**src/rtl/sw_debounce.sv**
```systemverilog
// Switch debouncer: two-flop synchroniser plus a per-channel stability counter.
// Emits clean levels and one-cycle rise/fall/changed pulses, all registered.
module sw_debounce #(
  parameter int N_SW    = 4,
  parameter int CNT_MAX = 500000,
  parameter int CNT_W   = 20
) (
  input  logic            clk,
  input  logic            rst_n,
  input  logic [N_SW-1:0] sw_in,
  output logic [N_SW-1:0] sw_db,
  output logic [N_SW-1:0] sw_rise,
  output logic [N_SW-1:0] sw_fall,
  output logic            sw_changed
);

  localparam logic [CNT_W-1:0] CNT_LAST = CNT_W'(CNT_MAX - 1);
  localparam logic [CNT_W-1:0] CNT_ONE  = {{(CNT_W-1){1'b0}}, 1'b1};

  logic            rst_meta_r;
  logic            rst_sync_r;
  logic [N_SW-1:0] s1_r;
  logic [N_SW-1:0] s2_r;
  logic [CNT_W-1:0] cnt_r     [N_SW];
  logic [CNT_W-1:0] cnt_nxt_s [N_SW];
  logic [N_SW-1:0] db_nxt_s;
  logic [N_SW-1:0] rise_nxt_s;
  logic [N_SW-1:0] fall_nxt_s;
  logic            changed_nxt_s;

  // Reset bridge: assertion is immediate, release is synchronised to clk.
  always_ff @(posedge clk or negedge rst_n) begin
    if (!rst_n) begin
      rst_meta_r <= 1'b0;
      rst_sync_r <= 1'b0;
    end else begin
      rst_meta_r <= 1'b1;
      rst_sync_r <= rst_meta_r;
    end
  end

  // Input synchroniser, nothing between the two stages.
  always_ff @(posedge clk or negedge rst_sync_r) begin
    if (!rst_sync_r) begin
      s1_r <= '0;
      s2_r <= '0;
    end else begin
      s1_r <= sw_in;
      s2_r <= s1_r;
    end
  end

  // Per-channel next state: a match restarts the count, terminal count accepts.
  always_comb begin
    db_nxt_s   = sw_db;
    rise_nxt_s = '0;
    fall_nxt_s = '0;
    for (int i = 0; i < N_SW; i++) begin
      cnt_nxt_s[i] = '0;
      if (s2_r[i] == sw_db[i]) begin
        cnt_nxt_s[i] = '0;
      end else if (cnt_r[i] >= CNT_LAST) begin
        cnt_nxt_s[i]  = '0;
        db_nxt_s[i]   = s2_r[i];
        rise_nxt_s[i] = s2_r[i];
        fall_nxt_s[i] = ~s2_r[i];
      end else begin
        cnt_nxt_s[i] = cnt_r[i] + CNT_ONE;
      end
    end
  end

  // Pulse aggregation is combined before registering so all outputs share one edge.
  always_comb begin
    changed_nxt_s = |(rise_nxt_s | fall_nxt_s);
  end

  // State and output registers.
  always_ff @(posedge clk or negedge rst_sync_r) begin
    if (!rst_sync_r) begin
      for (int i = 0; i < N_SW; i++) begin
        cnt_r[i] <= '0;
      end
      sw_db      <= '0;
      sw_rise    <= '0;
      sw_fall    <= '0;
      sw_changed <= 1'b0;
    end else begin
      for (int i = 0; i < N_SW; i++) begin
        cnt_r[i] <= cnt_nxt_s[i];
      end
      sw_db      <= db_nxt_s;
      sw_rise    <= rise_nxt_s;
      sw_fall    <= fall_nxt_s;
      sw_changed <= changed_nxt_s;
    end
  end

endmodule

```
**config.mk**
```make
export PLATFORM = sky130hd
export DESIGN_NAME = sw_debounce
export DESIGN_NICKNAME = d
export VERILOG_FILES = /design/src/rtl/sw_debounce.sv
export SDC_FILE = /design/constraint.sdc
export NUM_CORES = 1
export LEC_CHECK = 0
export BUFFER_PORTS_ARGS = -buffer_cell sky130_fd_sc_hd__buf_2
export CORE_MARGIN = 2
export CORE_UTILIZATION = 27
export DETAILED_ROUTE_END_ITERATION = 12
export GPL_TIMING_DRIVEN = 0
export PLACE_DENSITY = 0.38
export REMOVE_ABC_BUFFERS = 1
export SKIP_LAST_GASP = 1
export SYNTH_ARGS = -nofsm -noshare
export SYNTH_HDL_FRONTEND = slang
export SYNTH_SLANG_ARGS = --single-unit
```
**constraint.sdc**
```tcl
create_clock -name clk -period 3.6 [get_ports clk]
set_clock_uncertainty 0.1 [all_clocks]
set_input_delay 0.54 -clock clk [delete_from_list [all_inputs] [get_ports clk]]
set_output_delay 0.54 -clock clk [all_outputs]
set_load 0.05 [all_outputs]
```
# Word level (Yosys, flattened, before mapping)
# Cells that the tools add are included.
[totals] ff_bits=103 n_memories=0 latchBits=0 mem_bits_rw=0 rom_bits=0 output_inout_bits=13 wordCells=65 inputBits=6
[classes] n_shift=0 n_lt_le_gt_ge=4 muxes=24 n_eq_ne=4 n_mul=0 div_mod_pow=0 bitwise_logic=9 n_reduce_logical=5 addsub=4
[op_table] cell="two-way mux 20 bit" n=8
[op_table] cell="adder 20 x 1 -> 20 bit (second input constant)" n=4
[op_table] cell="greater-or-equal comparator 20 x 19 -> 1 bit (second input constant)" n=4
[op_table] cell="two-way mux 1 bit" n=16
[op_table] cell="NOT 1 bit" n=8
[op_table] cell="AND reduction 2 bit" n=4
[op_table] cell="equality test 1 bit" n=4
[op_table] cell="bitwise OR 4 bit" n=1
[op_table] cell="OR reduction 4 bit" n=1

# Logic depth before layout (Yosys ltp)
[logic_depth] word_depth=5 ltp_mapped=7 mapped_depth_nobuf=5

# Worst setup path before layout
# Ideal clock, no wire load.
[synth_path] kind="flip-flop to flip-flop" startpoint="register cnt_r[0] (netlist bit)" endpoint="register cnt_r[14] (netlist bit)" stages_incl_launch_ff=6 n_path_buf=0 slack_ps=1595 required_ps=3406 arrival_time_ps=1811 cell_sequence="dfrtp_1 > ha_1 > nand3_1 > or4_4 > or3_1 > a211oi_1"
[synth_lines] item="start: declaration" line="24" text="logic [CNT_W-1:0] cnt_r [N_SW];"
[synth_lines] item="start signal: indexed assignment" line="90" text="cnt_r[i] <= cnt_nxt_s[i];"

==> metrics <==
TritonCTS sink count=between 100 and 150; Critical Path End Type=register; nets=512; Static Leak=2.17 nW; DR pass1 iterations=4; Die Span X=139 µm; share of layout cells above drive strength 1=10.7%; r2r startpoint=cnt_r[40]; CP Max Fanout=19; Fin. Hold Viols=0; Crit path max-delay family=compound AO/OA/AOI/OAI gates; Ports=19; top-count cell post-synth=dfrtp_1; hold path cells=1; routed vias/inst=4.95; Yosys top cell by area=dfrtp_1; DPL Wire Length=around 7.1 mm; period utilisation layout=74.8%; largest net degree at the start of global routing=62; Post-synth EDFFs=0; CP startpoint kind=register; initial core utilization=between 20 and 30%; Total GRT Usage=11.7%; crit path cell chain=ha_1 > nand4_1 > a211oi_1 > o21a_1 > nor3_1; RSZ-0062 raised after global routing=false; Hold Startpoint=sw_in[0]; Tmin final=2.69 ns; synthesis-to-layout area growth=14.0%; top-area cell type share of the netlist area=52.3%; Async SR Flop Fraction=100%; Max stage delay on crit path=0.71 ns; multi-input logic area=2230 µm²; worst hold path endpoint=s1_r[0]; worst r2r path cells=5; Final ANT Viol Nets=0; # DRC=0; pwr/cell area=~420 nW/µm²; combinational power share=8.8%; global-route wire length before repair=18.3 mm; Min Hold Slack=about 0.19 ns; total CTS buffers=9; Max-cap violations=0; CTS max path bufs=2; r2r setup slk=approximately 0.9 ns; setup violators final=0; Slew HR=~50%; Die Ht=139 µm; Distinct cells, synth=between 40 and 50; slowest stage cell, crit path=o21a_1; Root Buffer=clkbuf_16; HP Class=in -> reg; Reg-to-Reg End=cnt_r[56]; Congestion Overflow GR=0; clock network fraction of total power=38.8%; highest clock rate=371 MHz; vias in the first global route=around 3500; Synth Warn #=0; Core Area=approximately 18000 µm²; final RePlAce weighted congestion=0.722; initial antenna violation count=0; row cnt=49; top cells by count, synth=103 x dfrtp_1, 75 x nor3_1, 39 x xnor2_1; critical path type=reg -> reg; total number of vias=3636; register area=about 2600 µm²; n_diodes=0; IO Port Bufs=18; Critical Path AT=2.79 ns; Final Max Tran Viols=0; sequential cell fraction of total power=between 50% and 60%; Buf/Inv on CP=0; DRT iter0 DRCs=149; cell internal pwr=approximately 0.0017 W; Seq/Total Area, Yosys=52.3%; WL per Instance=14.5 µm; Worst Tran Pin Value=0.747 ns; worst endpoint required time=3.69 ns; status=complete, no violations; Synth Instances=482; flops & latches, synth=slightly above 100; VDD IR-drop max=0.249 mV; clock transition at the registers of the reported paths=about 0.070 ns; CTS tree=built; net switching power=between 0.0006 and 0.0007 W; synthesized area per cell=10.2 µm²; Post-Syn Area=~4900 µm²; Fillers=approximately 1900; H-Tree Depth=3; worst skew pair latency=0.35 ns; switching share of power=26.0%; final core utilization=31.4%; Synth area leaders=dfrtp_1 52%, nor3_1 7.6%, xnor2_1 6.9%; WL final=approximately 11 mm; commonest register cell after synthesis=dfrtp_1; die area=19300 µm²
[flip-flops by register name (all words and copies together), names as in the netlist, 4 cells and up]
name	count
cnt_r	80
s1_r	4
s2_r	4
sw_db	4
sw_fall	4
sw_rise	4
[worst max-delay path by stage]
stage | from | to | slack (ns) | depth (start not counted)
after CTS | cnt_r[40] | cnt_r[53] | 0.84 | 5
after global routing | cnt_r[40] | cnt_r[53] | 0.59 | 5
after global placement | rst_sync_r | s2_r[0] | -1.05 | 0
after floorplan | rst_sync_r | cnt_r[0] | 0.42 | 0
after detailed placement | cnt_r[40] | cnt_r[52] | 0.87 | 5
final | cnt_r[40] | cnt_r[56] | 0.91 | 5
[layout make-up]
type | instances | share of cell area, %
multi-input combinational | 344 | 39.7
clock inverter | 3 | 0.356
tap | 229 | 5.10
inverter | 20 | 1.34
timing repair buffer | 24 | 3.21
clock buffer | 12 | 4.39
sequential | 103 | 46.0
[what timing repair did]
item	4_1_cts	5_1_grt
gates resized for setup	0	0
buffers inserted	0	0
hold buffers	1	0
hold endpoints to repair	2	0
[routing by layer]
layer | track usage (%) | vias up | part of all wire (%)
met5 | 0 | - | 0
met4 | 3.19 | 0 | 1.1
met3 | 3.87 | 7 | 3.3
met2 | 18.3 | 46 | 46
met1 | 15.6 | 1800 | 50
li1 | - | 1783 | -
[logic make-up after synthesis]
family                   after synthesis  share of synthesized area, %
AND/OR/NAND/NOR                      221                          24.9
flip-flops                           103                          52.3
buffers and inverters                 38                          3.18
adder cells (fa/ha/maj)                4                          1.02
AO/OA/AOI/OAI                         59                          8.51
multiplexers                           2                         0.457
XOR/XNOR                              53                          9.43
other                                  2                         0.152
[layout by cell type (no fill, tap or decap), types with 3 or more instances in the layout]
master and n:
nand4_1 19, buf_2 18, nand2_1 30, nor3b_1 4, clkbuf_16 9, xnor2_1 37
inv_1 20, nand3_1 22, or2_2 3, and4_1 6, nor4_1 12, conb_1 5
ha_1 4, and3b_1 4, xor2_1 14, a211oi_1 18, a21oi_1 4, dfrtp_1 102
or3_1 15, o21ai_0 16, nand2b_1 8, o41ai_1 4, nor2_1 10, nor3_1 75
[power by group through the flow]
stage / clock, W / combinational [W] / sequential [W]
floorplan: 0 / 0.0000801 / 0.00130
global placement: 0 / 0.000174 / 0.00126
detailed placement: 0 / 0.000212 / 0.00125
CTS: 0.000962 / 0.000213 / 0.00123
global route: 0.000993 / 0.000228 / 0.00124
finish: 0.000912 / 0.000207 / 0.00123
[per-stage QoR]
step	setup TNS [ns]	power (W)	cell area, µm²	worst slack (ns)	cells
global route	0	0.00246	5620	0.590	735
floorplan	0	0.00138	4850	0.418	467
detailed placement	0	0.00147	5340	0.870	719
finish	0	0.00235	5620	0.907	735
global placement	-104.68	0.00144	5230	-1.05	714
CTS	0	0.00241	5620	0.843	735
Power figures use the tool's default switching activity.
